$ cat src/rtl/wf_7seg_pkg.sv
// ---------------------------------------------------------------------------
// wf_7seg_pkg
// Shared definitions for the 3-wire 4-digit 7-segment display link.
// Holds segment bit positions, frame field positions, colon codes and the
// active-low segment pattern decoder used by both the receive and transmit
// ends of the link.
// ---------------------------------------------------------------------------
package wf_7seg_pkg;

   // Segment bit positions inside the segment byte {DP,g,f,e,d,c,b,a}
   localparam int SEG_A  = 0;
   localparam int SEG_B  = 1;
   localparam int SEG_C  = 2;
   localparam int SEG_D  = 3;
   localparam int SEG_E  = 4;
   localparam int SEG_F  = 5;
   localparam int SEG_G  = 6;
   localparam int SEG_DP = 7;

   // Frame layout: {segment byte, select byte}, shifted MSB first
   localparam int FRAME_SEG_MSB = 15;
   localparam int FRAME_SEG_LSB = 8;
   localparam int FRAME_SEL_MSB = 7;
   localparam int FRAME_SEL_LSB = 0;

   // Select byte layout: {colon_en, 3'b000, dig[3:0]}
   localparam int SEL_COLON_BIT = 7;
   localparam int NUM_DIGITS    = 4;

   // Seen-mask: one bit per digit position plus one for the colon
   localparam int          NUM_POSITIONS = 5;
   localparam logic [4:0]  SCAN_ALL      = 5'h1F;

   // Colon codes carried in seg[1:0] of a colon frame
   localparam logic [1:0] COLON_ON = 2'b00;
   localparam logic [1:0] DECPT    = 2'b01;
   localparam logic [1:0] NONE     = 2'b11;

   typedef struct packed {
      logic       valid;
      logic [3:0] nibble;
   } decode_t;

   // Active-low segment pattern {g..a} back to a hex nibble. The DP bit is
   // not part of the pattern. 'b' shares its pattern with '6' and therefore
   // always comes back as 6; patterns with no digit meaning are flagged
   // invalid so the caller can leave the digit untouched.
   function automatic decode_t decodeSeg(input logic [6:0] pattern);
      decode_t result;
      result.valid  = 1'b1;
      result.nibble = 4'h0;
      case (pattern)
         7'h40:   result.nibble = 4'h0;
         7'h79:   result.nibble = 4'h1;
         7'h24:   result.nibble = 4'h2;
         7'h30:   result.nibble = 4'h3;
         7'h19:   result.nibble = 4'h4;
         7'h12:   result.nibble = 4'h5;
         7'h03:   result.nibble = 4'h6;
         7'h78:   result.nibble = 4'h7;
         7'h00:   result.nibble = 4'h8;
         7'h18:   result.nibble = 4'h9;
         7'h08:   result.nibble = 4'hA;
         7'h27:   result.nibble = 4'hC;
         7'h21:   result.nibble = 4'hD;
         7'h06:   result.nibble = 4'hE;
         7'h0E:   result.nibble = 4'hF;
         default: result.valid  = 1'b0;
      endcase
      return result;
   endfunction

endpackage

$ cat src/rtl/wf_sync_edge.sv
// ---------------------------------------------------------------------------
// wf_sync_edge
// N-stage synchronizer for an asynchronous single-bit input, with one-cycle
// rise/fall pulses derived from the synchronized level.
//
// Ports:
//   clk      system clock
//   rst_n    asynchronous active-low reset
//   async_i  raw asynchronous input
//   sync_o   synchronized level (last synchronizer stage)
//   rise_o   one-cycle pulse on a synchronized 0->1 transition
//   fall_o   one-cycle pulse on a synchronized 1->0 transition
// ---------------------------------------------------------------------------
module wf_sync_edge #(
   parameter int   STAGES    = 2,
   parameter logic RESET_VAL = 1'b0
) (
   input  logic clk,
   input  logic rst_n,
   input  logic async_i,
   output logic sync_o,
   output logic rise_o,
   output logic fall_o
);

   logic [STAGES-1:0] sync_q;
   logic              dly_q;

   // Synchronizer chain plus one delay flop; every stage resets to the idle
   // level of the line so no false edge appears when reset is released.
   always_ff @(posedge clk or negedge rst_n) begin
      if (!rst_n) begin
         sync_q <= {STAGES{RESET_VAL}};
         dly_q  <= RESET_VAL;
      end else begin
         sync_q <= {sync_q[STAGES-2:0], async_i};
         dly_q  <= sync_q[STAGES-1];
      end
   end

   assign sync_o = sync_q[STAGES-1];
   assign rise_o = sync_q[STAGES-1] & ~dly_q;
   assign fall_o = ~sync_q[STAGES-1] & dly_q;

endmodule

$ cat src/rtl/wf_bl_7seg_rx.sv
// ---------------------------------------------------------------------------
// wf_bl_7seg_rx
// Display-board end of the 3-wire 7-segment scan link. Shifts in 16-bit
// {segment, select} frames MSB first on SCLK rising edges while LOAD is low,
// commits them on the LOAD rising edge, and decodes the active-low segment
// patterns back to per-position hex digits and the colon code.
//
// Ports:
//   clk, rst_n        system clock, asynchronous active-low reset
//   SCLK_IN           serial clock, data sampled on its rising edge
//   DIN               serial data
//   LOAD_IN           low while shifting, rising edge commits the frame
//   digit0..digit3    decoded hex digit per position (digit0 = LSD)
//   colon             last colon code (00 colon, 01 decpoint, 11 none)
//   seg_raw, sel_raw  raw segment/select bytes of the last committed frame
//   frame_valid       one-cycle pulse on a good frame
//   frame_err         one-cycle pulse on a bad frame
//   decode_err        sticky flag for an unknown segment pattern
//   scan_done         one-cycle pulse once all 5 positions were refreshed
// ---------------------------------------------------------------------------
module wf_bl_7seg_rx
   import wf_7seg_pkg::*;
#(
   parameter int SYNC_STAGES = 2,
   parameter int FRAME_BITS  = 16
) (
   input  logic       clk,
   input  logic       rst_n,
   input  logic       SCLK_IN,
   input  logic       DIN,
   input  logic       LOAD_IN,
   output logic [3:0] digit0,
   output logic [3:0] digit1,
   output logic [3:0] digit2,
   output logic [3:0] digit3,
   output logic [1:0] colon,
   output logic [7:0] seg_raw,
   output logic [7:0] sel_raw,
   output logic       frame_valid,
   output logic       frame_err,
   output logic       decode_err,
   output logic       scan_done
);

   logic sclkRise;
   logic loadRise;
   logic loadFall;
   logic loadSync;
   logic dinSync;

   logic [15:0]      sr_q,         sr_d;
   logic [4:0]       bitCnt_q,     bitCnt_d;
   logic [3:0][3:0]  digits_q,     digits_d;
   logic [1:0]       colon_q,      colon_d;
   logic [7:0]       segRaw_q,     segRaw_d;
   logic [7:0]       selRaw_q,     selRaw_d;
   logic             frameValid_q, frameValid_d;
   logic             frameErr_q,   frameErr_d;
   logic             decErr_q,     decErr_d;
   logic             scanDone_q,   scanDone_d;
   logic [4:0]       mask_q,       mask_d;

   logic [7:0]       segByte;
   logic [7:0]       selByte;
   logic             frameGood;
   logic [4:0]       maskSet;
   logic [4:0]       maskNext;
   decode_t          dec;

   // SCLK idles low and LOAD idles high, so their synchronizers reset to
   // those levels; DIN only needs the level, the edge outputs stay open.
   wf_sync_edge #(.STAGES(SYNC_STAGES), .RESET_VAL(1'b0)) u_sync_sclk (
      .clk     (clk),
      .rst_n   (rst_n),
      .async_i (SCLK_IN),
      .sync_o  (),
      .rise_o  (sclkRise),
      .fall_o  ()
   );

   wf_sync_edge #(.STAGES(SYNC_STAGES), .RESET_VAL(1'b1)) u_sync_load (
      .clk     (clk),
      .rst_n   (rst_n),
      .async_i (LOAD_IN),
      .sync_o  (loadSync),
      .rise_o  (loadRise),
      .fall_o  (loadFall)
   );

   wf_sync_edge #(.STAGES(SYNC_STAGES), .RESET_VAL(1'b0)) u_sync_din (
      .clk     (clk),
      .rst_n   (rst_n),
      .async_i (DIN),
      .sync_o  (dinSync),
      .rise_o  (),
      .fall_o  ()
   );

   // A commit always looks at the register as it stood before this cycle,
   // so an SCLK rise coinciding with the LOAD rise never sneaks into it
   // (LOAD is already high there, which also blocks the shift itself).
   assign segByte   = sr_q[FRAME_SEG_MSB:FRAME_SEG_LSB];
   assign selByte   = sr_q[FRAME_SEL_MSB:FRAME_SEL_LSB];
   assign frameGood = (bitCnt_q == 5'(FRAME_BITS)) &&
                      $onehot({selByte[SEL_COLON_BIT], selByte[NUM_DIGITS-1:0]}) &&
                      (selByte[6:4] == 3'b000);
   assign dec       = decodeSeg(segByte[SEG_G:SEG_A]);

   // Next-state for the shifter and the committed display image. The LOAD
   // fall clears the count before a simultaneous SCLK rise is added, so that
   // bit becomes bit 1 of the new frame.
   always_comb begin
      sr_d         = sr_q;
      bitCnt_d     = bitCnt_q;
      digits_d     = digits_q;
      colon_d      = colon_q;
      segRaw_d     = segRaw_q;
      selRaw_d     = selRaw_q;
      frameValid_d = 1'b0;
      frameErr_d   = 1'b0;
      scanDone_d   = 1'b0;
      decErr_d     = decErr_q;
      mask_d       = mask_q;
      maskSet      = 5'b0;
      maskNext     = mask_q;

      if (loadFall) begin
         bitCnt_d = 5'd0;
      end

      if (sclkRise && !loadSync) begin
         sr_d     = {sr_q[14:0], dinSync};
         bitCnt_d = (bitCnt_d == 5'd31) ? 5'd31 : bitCnt_d + 5'd1;
      end

      if (loadRise) begin
         segRaw_d = segByte;
         selRaw_d = selByte;
         if (frameGood) begin
            frameValid_d = 1'b1;
            if (selByte[SEL_COLON_BIT]) begin
               colon_d    = segByte[1:0];
               maskSet[4] = 1'b1;
            end else begin
               for (int k = 0; k < NUM_DIGITS; k++) begin
                  if (selByte[k]) begin
                     maskSet[k] = 1'b1;
                     if (dec.valid) begin
                        digits_d[k] = dec.nibble;
                     end else begin
                        decErr_d = 1'b1;
                     end
                  end
               end
            end
            maskNext = mask_q | maskSet;
            if (maskNext == SCAN_ALL) begin
               scanDone_d = 1'b1;
               mask_d     = 5'b0;
            end else begin
               mask_d     = maskNext;
            end
         end else begin
            frameErr_d = 1'b1;
         end
      end
   end

   // State register; reset restores the blank display image and discards
   // any partially shifted frame.
   always_ff @(posedge clk or negedge rst_n) begin
      if (!rst_n) begin
         sr_q         <= 16'h0000;
         bitCnt_q     <= 5'd0;
         digits_q     <= '0;
         colon_q      <= NONE;
         segRaw_q     <= 8'hFF;
         selRaw_q     <= 8'h00;
         frameValid_q <= 1'b0;
         frameErr_q   <= 1'b0;
         decErr_q     <= 1'b0;
         scanDone_q   <= 1'b0;
         mask_q       <= 5'b0;
      end else begin
         sr_q         <= sr_d;
         bitCnt_q     <= bitCnt_d;
         digits_q     <= digits_d;
         colon_q      <= colon_d;
         segRaw_q     <= segRaw_d;
         selRaw_q     <= selRaw_d;
         frameValid_q <= frameValid_d;
         frameErr_q   <= frameErr_d;
         decErr_q     <= decErr_d;
         scanDone_q   <= scanDone_d;
         mask_q       <= mask_d;
      end
   end

   assign digit0      = digits_q[0];
   assign digit1      = digits_q[1];
   assign digit2      = digits_q[2];
   assign digit3      = digits_q[3];
   assign colon       = colon_q;
   assign seg_raw     = segRaw_q;
   assign sel_raw     = selRaw_q;
   assign frame_valid = frameValid_q;
   assign frame_err   = frameErr_q;
   assign decode_err  = decErr_q;
   assign scan_done   = scanDone_q;

endmodule

$ cat config.mk
export PLATFORM = sky130hd
export DESIGN_NAME = wf_bl_7seg_rx
export DESIGN_NICKNAME = d
export VERILOG_FILES = /design/src/rtl/wf_7seg_pkg.sv /design/src/rtl/wf_sync_edge.sv /design/src/rtl/wf_bl_7seg_rx.sv
export SDC_FILE = /design/constraint.sdc
export NUM_CORES = 1
export LEC_CHECK = 0
export CORE_ASPECT_RATIO = 1.2
export CORE_MARGIN = 3
export CORE_UTILIZATION = 30
export CTS_BUF_LIST = sky130_fd_sc_hd__clkbuf_8
export CTS_CLUSTER_DIAMETER = 100
export DETAILED_ROUTE_END_ITERATION = 10
export GPL_TIMING_DRIVEN = 0
export PLACE_DENSITY = 0.48
export SLEW_MARGIN = 20
export SYNTH_ARGS = -nofsm -noshare
export SYNTH_HDL_FRONTEND = slang
export SYNTH_SLANG_ARGS = --single-unit
$ cat constraint.sdc
create_clock -name clk -period 6.05 [get_ports clk]
set_clock_uncertainty 0.15 [all_clocks]
set_input_delay 0.605 -clock clk [delete_from_list [all_inputs] [get_ports clk]]
set_output_delay 0.605 -clock clk [all_outputs]
set_load 0.005 [all_outputs]
==> impl_summary.log, run 1 <==
[metrics] met1 wire length: 3.58 mm
[metrics] final core occ: 39.1%
[metrics] starting DRC count in detailed routing: 145
[metrics] DR DRC count: 0
[metrics] maximum achievable frequency: 0.278 GHz
[metrics] most common cell after layout, fill and taps aside: sky130_fd_sc_hd__nand2_1
[metrics] maximum count of clock buffers along a single path: 2
[metrics] Synth Area per Inst: 11.5 um2
[metrics] proportion of synthesized chip area in sequential cells: 54.9%
[metrics] class of the most critical hold timing path: primary input to async pin
[metrics] number of primary I/O pins: 43
[metrics] placed wire-length estimate after detailed placement: approximately 5.1 mm
[metrics] last weighted congestion value of the routability-driven placer: a little over 0.8
[metrics] number of synthesis warnings: 0
[metrics] number of slew-limit violations in the final report: 0
[metrics] die width: 102 um
[metrics] antenna cells: 0
[metrics] net count after synthesis: 298
[metrics] hold violation total from the final report: 0
[metrics] max layer used: met4
[metrics] max-capacitance violation count: 0
[metrics] Slew headroom: 37.8%
[metrics] antenna violations before repair: 0
[metrics] slack of the worst reg-to-reg path: 2460 ps
[metrics] global-route usage over all layers: ~13%
[metrics] number of clock sinks: 72
[metrics] post-synthesis to final-layout area growth: 25.7%
[metrics] depth of the CTS H-tree: 3
[metrics] vias in the first global route: 2,323
[metrics] Antenna Nets Post-Route: 0
[metrics] Period minus WS final: 3590 ps
[metrics] status: finished clean
[metrics] gr ovfl total: 0
[metrics] port buffer count: 42
[metrics] ys async rst share: 100%
[metrics] R2R cell count: 10
[metrics] total negative slack: 0 ps
[metrics] crit share post-route: around three fifths
[metrics] number of vias in the routed layout: 2,329
[metrics] Post-Layout Cell Count: 477
[metrics] insertion delay to the later sink of the worst-skew pair: 350 ps
[metrics] starting density of the core: slightly above 30%
[metrics] peak supply drop: 0.103 mV
[metrics] Reg clk slew, reported paths: 70 ps
[metrics] number of setup buffers added after CTS: 0
[metrics] TritonCTS buffer count: 9
[metrics] Tightest Pin Transition: 931 ps
[metrics] cell count after placement: 461
[metrics] synthesized instance count: 289
[metrics] DR vias/cell: 4.88
[metrics] post-detailed-routing wire length: between 7 and 8 mm
[metrics] detail-routed net length per standard cell: 15.4 um
[metrics] die outline area: 12,400 um2
[metrics] pwr/cell area: slightly above 300 nW/um2
[metrics] type of the worst setup path: register to register
[metrics] Worst Slack Setup Final: 2460 ps
[metrics] number of detailed-routing iterations run before antenna repair: 4
[metrics] launching point of the worst reg2reg path: sr_q[0]
[metrics] Setup WS pre-CTS: around 2400 ps
[metrics] CTS tree: yes
[metrics] cell area after technology mapping: 3310 um2
[metrics] required time at the endpoint of the critical path: roughly 6100 ps
[metrics] ys flop type: sky130_fd_sc_hd__dfrtp_1
[metrics] worst-case hold slack: 11.7 ps
[metrics] highest net fanout along the worst path: 8
[metrics] reg-to-reg endpoint: digit2[3]
[metrics] Yosys reg bits: 72
[metrics] Net count, final: 352
[metrics] static leakage: 0.00189 uW
[metrics] Worst setup EP type: register
[metrics] CTS Root Buffer Type: sky130_fd_sc_hd__clkbuf_8
[metrics] number of synthesized flops with an enable pin: 0
[metrics] total core area: 10,700 um2
[metrics] met3 layer wire length in the routed design: around 220 um
[metrics] met2 wire length: between 3 and 4 mm
[metrics] category of the worst setup path launch point: register
[metrics] hold buffers post-CTS: 0
[metrics] num rows: 41
[metrics] Synth cell types: 55
[metrics] RSZ-0062 raised after global routing: no
[metrics] top library cells by usage in the layout, fill and taps aside: 60 x sky130_fd_sc_hd__nand2_1, 59 x sky130_fd_sc_hd__dfrtp_1, 41 x sky130_fd_sc_hd__clkdlybuf4s50_1
[metrics] critical path arrival: 3670 ps
[metrics] global-route wire length before repair: 12.2 mm
[metrics] total setup violations reported at the end of the flow: 0
[metrics] pin count of the biggest net entering global routing: 50
[metrics] post-CTS sizing: 0
[metrics] die outline height: about 120 um
[metrics] share of final-layout standard cells stronger than drive strength 1: 24.4%
[worst max-delay path, stage by stage, from the launching register on]
cell                      delay, ps
sky130_fd_sc_hd__dfrtp_1        490
sky130_fd_sc_hd__fa_1           560
sky130_fd_sc_hd__inv_1           50
sky130_fd_sc_hd__fa_1           360
sky130_fd_sc_hd__inv_1           60
sky130_fd_sc_hd__ha_1           240
sky130_fd_sc_hd__nor4_4         320
sky130_fd_sc_hd__nand4_4        200
sky130_fd_sc_hd__nor3_1         510
sky130_fd_sc_hd__o31ai_2        220
sky130_fd_sc_hd__mux2_2         310
[Yosys cell counts, types with 4 or more instances]
master | count | area [um2]
sky130_fd_sc_hd__inv_1 | 9 | 33.8
sky130_fd_sc_hd__mux2i_1 | 4 | 40.0
sky130_fd_sc_hd__nor2b_1 | 4 | 25.0
sky130_fd_sc_hd__buf_2 | 10 | 50.1
sky130_fd_sc_hd__nand2_1 | 60 | 225
sky130_fd_sc_hd__nor2_1 | 10 | 37.5
sky130_fd_sc_hd__nand4_1 | 4 | 25.0
sky130_fd_sc_hd__dfstp_2 | 13 | 342
sky130_fd_sc_hd__o31ai_2 | 4 | 50.1
sky130_fd_sc_hd__o21a_1 | 5 | 37.5
sky130_fd_sc_hd__dfrtp_1 | 59 | 1480
sky130_fd_sc_hd__o21ai_0 | 5 | 25.0
sky130_fd_sc_hd__mux2_2 | 28 | 315
sky130_fd_sc_hd__o2bb2ai_1 | 4 | 35.0
sky130_fd_sc_hd__nand3_1 | 6 | 30.0
sky130_fd_sc_hd__nor3_1 | 4 | 20.0
sky130_fd_sc_hd__a21oi_1 | 5 | 25.0
[power breakdown]
part / switching [uW] / internal, uW / total [uW]
combinational: 126 / 122 / 248
clock: 181 / 284 / 464
sequential: 53.5 / 530 / 583
[final cells by class]
| class | count | area (um2) |
|---|---|---|
| Multi-Input combinational cell | 193 | 1400 |
| Clock buffer | 10 | 138 |
| Tap cell | 129 | 161 |
| Sequential cell | 72 | 1820 |
| Fill cell | 1079 | 6500 |
| Timing Repair Buffer | 43 | 445 |
| Clock inverter | 6 | 108 |
| Inverter | 9 | 33.8 |
| Buffer | 15 | 68.8 |
[registers in the layout, indices dropped and copies added, names as in the netlist, 2 cells and up]
name                cells
sr_q                   16
seg_raw                 8
sel_raw                 8
bitCnt_q                5
mask_q                  5
digit0                  4
digit1                  4
digit2                  4
digit3                  4
colon                   2
u_sync_din.sync_q       2
u_sync_load.sync_q      2
u_sync_sclk.sync_q      2
[worst max path at each step]
stage / from / to / slack, ps / depth (start not counted)
floorplan: sr_q[0] / mask_q[2] / 2810 / 10
global placement: rst_n / u_sync_sclk.sync_q[0] / 1630 / 1
detailed placement: sr_q[0] / digit2[3] / 2440 / 10
CTS: sr_q[0] / digit2[3] / 2390 / 10
global route: sr_q[0] / digit2[3] / 2250 / 10
finish: sr_q[0] / digit2[3] / 2460 / 10
[per-layer routing]
layer,GRT usage [%],vias up
li1,-,1128
met1,18.0,1140
met5,0,-
met3,2.65,13
met2,18.9,48
met4,6.64,0
[stage by stage]
step	total power, uW	cell area, um2
after floorplan	742	3310
after global placement	837	3900
after detailed placement	845	3920
after CTS	1320	4170
after global routing	1370	4170
final	1300	4170
[kinds of logic after synthesis]
logic type | after synthesis | synth area share, %
multiplexers | 32 | 10.7
AND/OR/NAND/NOR | 116 | 19.7
adder cells (fa/ha/maj) | 4 | 1.96
flip-flops | 72 | 54.9
XOR/XNOR | 3 | 0.793
AO/OA/AOI/OAI | 38 | 8.91
buffers and inverters | 24 | 3.10
Note: power is estimated with default switching activity, not from simulation.
==> run 2: changes to the inputs <==
Settings changed: PLACE_DENSITY 0.48 to 0.49.
Clock period 6.05 ns to 3.13 ns, I/O delays scaled along.
==> run 2 against run 1 <==
  * Critical path depth rose by 1
  * Die area did not move
  * Non-clock buffer count rose by 12
  * Combinational power rose by 130%
  * Cell area rose by 4.8%
  * Sequential power rose by 92%
  * Clock-buffer cell count rose by 2
  * Cell count rose by 2.5%
  * Flip-flop and latch count did not move
==> impl_summary.log, run 2 (same netlist as run 1, synthesis figures left out) <==
[metrics] status: finished clean
[metrics] number of clock sinks: 72 (unchanged)
[metrics] Post-DP Area: 3920 um2 (about the same)
[metrics] last weighted congestion value of the routability-driven placer: 0.834 (+1.3%)
[metrics] number of vias in the routed layout: 2,402 (+3.1%)
[metrics] number of primary I/O pins: 43 (unchanged)
[metrics] antenna cells: 0 (unchanged)
[metrics] part of the power in registers: 43.9% (-1.1 points)
[metrics] number of detailed-routing iterations run before antenna repair: 4 (unchanged)
[metrics] die outline height: 121 um (unchanged)
[metrics] Period minus WS final: 3090 ps (-500 ps)
[metrics] CTS tree: yes
[metrics] insertion delay to the later sink of the worst-skew pair: 350 ps (about the same)
[metrics] vias in the first global route: 2,448 (+5.4%)
[metrics] TritonCTS buffer count: 9 (unchanged)
[metrics] Antenna Nets Post-Route: 0 (unchanged)
[metrics] Tightest Pin Transition: 888 ps (-42.8 ps)
[metrics] hold violation total from the final report: 0 (unchanged)
[metrics] placed wire-length estimate after detailed placement: 5.16 mm (+2.2%)
[metrics] reg-to-reg endpoint: digit3[0]
[metrics] static leakage: 0.00195 uW (+3.3%)
[metrics] slack of the worst reg-to-reg path: 40 ps (-2420 ps)
[metrics] instance count along the most critical hold path: 0
[metrics] fill count: 1,044 (-3.2%)
[metrics] Sw Ratio: 28.8% (+0.97 points)
[metrics] global-route wire length before repair: 12.8 mm (+4.5%)
[metrics] depth of the CTS H-tree: 3 (unchanged)
[metrics] required time at the endpoint of the critical path: 3220 ps (-2910 ps)
[metrics] Reg clk slew, reported paths: 70 ps (about the same)
[metrics] post-detailed-routing wire length: 7.55 mm (+2.7%)
[metrics] Net count, final: 364 (+3.4%)
[metrics] global-route usage over all layers: 13.5% (+0.54 points)
[metrics] cell count after placement: 461 (unchanged)
[metrics] top library cells by usage in the layout, fill and taps aside: 59 x sky130_fd_sc_hd__nand2_1, 55 x sky130_fd_sc_hd__dfrtp_1, 41 x sky130_fd_sc_hd__clkdlybuf4s50_1
[metrics] die outline area: 12,400 um2 (unchanged)
[metrics] maximum count of clock buffers along a single path: 2 (unchanged)
[metrics] max-capacitance violation count: 0 (unchanged)
[metrics] DR vias/cell: 4.91 (+0.60%)
[metrics] critical path arrival: 3180 ps (-490 ps)
[metrics] combinational power share: 22.0% (+2.9 points)
[metrics] Worst setup EP type: register
[metrics] number of slew-limit violations in the final report: 0 (unchanged)
[metrics] crit share post-route: 98.8% (+39 points)
[metrics] launching point of the worst reg2reg path: sr_q[3]
[metrics] peak supply drop: 0.192 mV (+87%)
[metrics] Setup WS pre-CTS: -377 ps (-2820 ps)
[metrics] share of total power in the clock network: 34.0% (-1.8 points)
[metrics] switching pwr: 731 uW (+100%)
[metrics] post-route standard cell area excluding fillers: 4370 um2 (+4.8%)
[metrics] highest net fanout along the worst path: 4 (-4)
[metrics] type of the worst setup path: register to register
[metrics] DR DRC count: 0 (unchanged)
[metrics] most common cell after layout, fill and taps aside: sky130_fd_sc_hd__nand2_1
[metrics] Internal Dissipation: 1810 uW (+93%)
[metrics] class of the most critical hold timing path: register to register
[metrics] total core area: 10,700 um2 (unchanged)
[metrics] gr ovfl total: 0 (unchanged)
[metrics] detail-routed net length per standard cell: 15.4 um (+0.15%)
[metrics] pin count of the biggest net entering global routing: 45 (-10%)
[metrics] Worst Slack Setup Final: 38.4 ps (-2420 ps)
[metrics] antenna violations before repair: 0 (unchanged)
[metrics] Largest register FFs: 16 (unchanged)
[metrics] pwr/cell area: 581 nW/um2 (+87%)
[metrics] starting DRC count in detailed routing: 100 (-31%)
[metrics] total design power: 2540 uW (+96%)
[metrics] hold-critical path endpoint: u_sync_din.sync_q[1]
[metrics] die width: 102 um (unchanged)
[metrics] R2R cell count: 11 (+1)
[metrics] share of final-layout standard cells stronger than drive strength 1: 30.3% (+5.9 points)
[metrics] Post-Layout Cell Count: 489 (+2.5%)
[metrics] startpoint of the worst hold path: u_sync_din.sync_q[0]
[metrics] category of the worst setup path launch point: register
[metrics] num rows: 41 (unchanged)
[metrics] post-synthesis to final-layout area growth: 31.8%
[metrics] maximum achievable frequency: 0.323 GHz (+16%)
[metrics] Slew headroom: 40.7% (+2.9 points)
[metrics] starting density of the core: 31.1% (unchanged)
[metrics] port buffer count: 42 (unchanged)
[metrics] RSZ-0062 raised after global routing: yes
[metrics] CTS Root Buffer Type: sky130_fd_sc_hd__clkbuf_8
[metrics] largest register by flop count: sr_q
[metrics] total setup violations reported at the end of the flow: 0 (unchanged)
## run 2: cell types whose count changed in the layout (fill, tap and decap cells not counted), moves of 3 or more
cell	before	now
sky130_fd_sc_hd__buf_4	1	11
sky130_fd_sc_hd__dfrtp_1	59	55
sky130_fd_sc_hd__dfrtp_2	0	4
sky130_fd_sc_hd__o31ai_2	4	1
sky130_fd_sc_hd__nor3b_2	3	0
sky130_fd_sc_hd__nor3b_4	0	3
sky130_fd_sc_hd__o31ai_4	0	3
## run 2: final cells by class
class	count	area, um2	area share (%)
Sequential cell	72	1820	41.7
Multi-Input combinational cell	193	1490	34.1
Timing Repair Buffer	55	551	12.6
Clock buffer	12	165	3.78
Tap cell	129	161	3.70
Clock inverter	4	75.1	1.72
Buffer	15	68.8	1.58
Inverter	9	33.8	0.773
## run 2: power groups by stage
stage / sequential [uW] / clock, uW / combinational, uW
finish: 1120 / 864 / 559
global route: 1130 / 935 / 632
CTS: 1120 / 895 / 568
detailed placement: 1150 / 0 / 483
global placement: 1150 / 0 / 470
floorplan: 1120 / 0 / 314
## run 2: how the worst max path moves through the flow
stage                 start                    end  slack (ps)
floorplan           sr_q[0]              mask_q[2]           6
global placement      rst_n  u_sync_sclk.sync_q[0]       -1000
detailed placement  sr_q[0]              digit2[0]        -380
CTS                 sr_q[3]              digit3[0]         -70
global route        sr_q[3]              digit3[0]         -90
finish              sr_q[3]              digit3[0]          40
## run 2: what timing repair did
item / 4_1_cts / 5_1_grt
endpoints found under the hold margin: 25 / 0
setup buffers: 9 / 2
endpoints found under the setup margin: 19 / 21
hold buffers: 1 / 0
gates resized for setup: 16 / 4
pin swaps: 8 / 4
## run 2: stage by stage
| step | util [%] | TNS (ps) | hold slack (ps) |
|---|---|---|---|
| finish | 40.9 | 0 | 203 |
| global route | 40.9 | -707 | 196 |
| floorplan | - | 0 | -133 |
| detailed placement | 36.7 | -4090 | 125 |
| global placement | 36.5 | -64400 | 182 |
| CTS | 40.6 | -254 | 194 |
## run 2: critical path, cell delays in order (launching register included)
cell and delay, ps:
sky130_fd_sc_hd__dfrtp_2 430, sky130_fd_sc_hd__fa_1 530, sky130_fd_sc_hd__inv_1 50, sky130_fd_sc_hd__fa_2 330
sky130_fd_sc_hd__inv_2 70, sky130_fd_sc_hd__ha_4 200, sky130_fd_sc_hd__nor4_4 190, sky130_fd_sc_hd__nand4_4 170
sky130_fd_sc_hd__buf_12 170, sky130_fd_sc_hd__nor3b_4 240, sky130_fd_sc_hd__o31ai_4 130, sky130_fd_sc_hd__mux2_4 330
## run 2: layer usage
metal / GRT usage, % / routed length, um
met1: 18.2 / 3440
met2: 20.3 / 3560
met3: 3.57 / 372
met4: 5.99 / 175
met5: 0 / 0
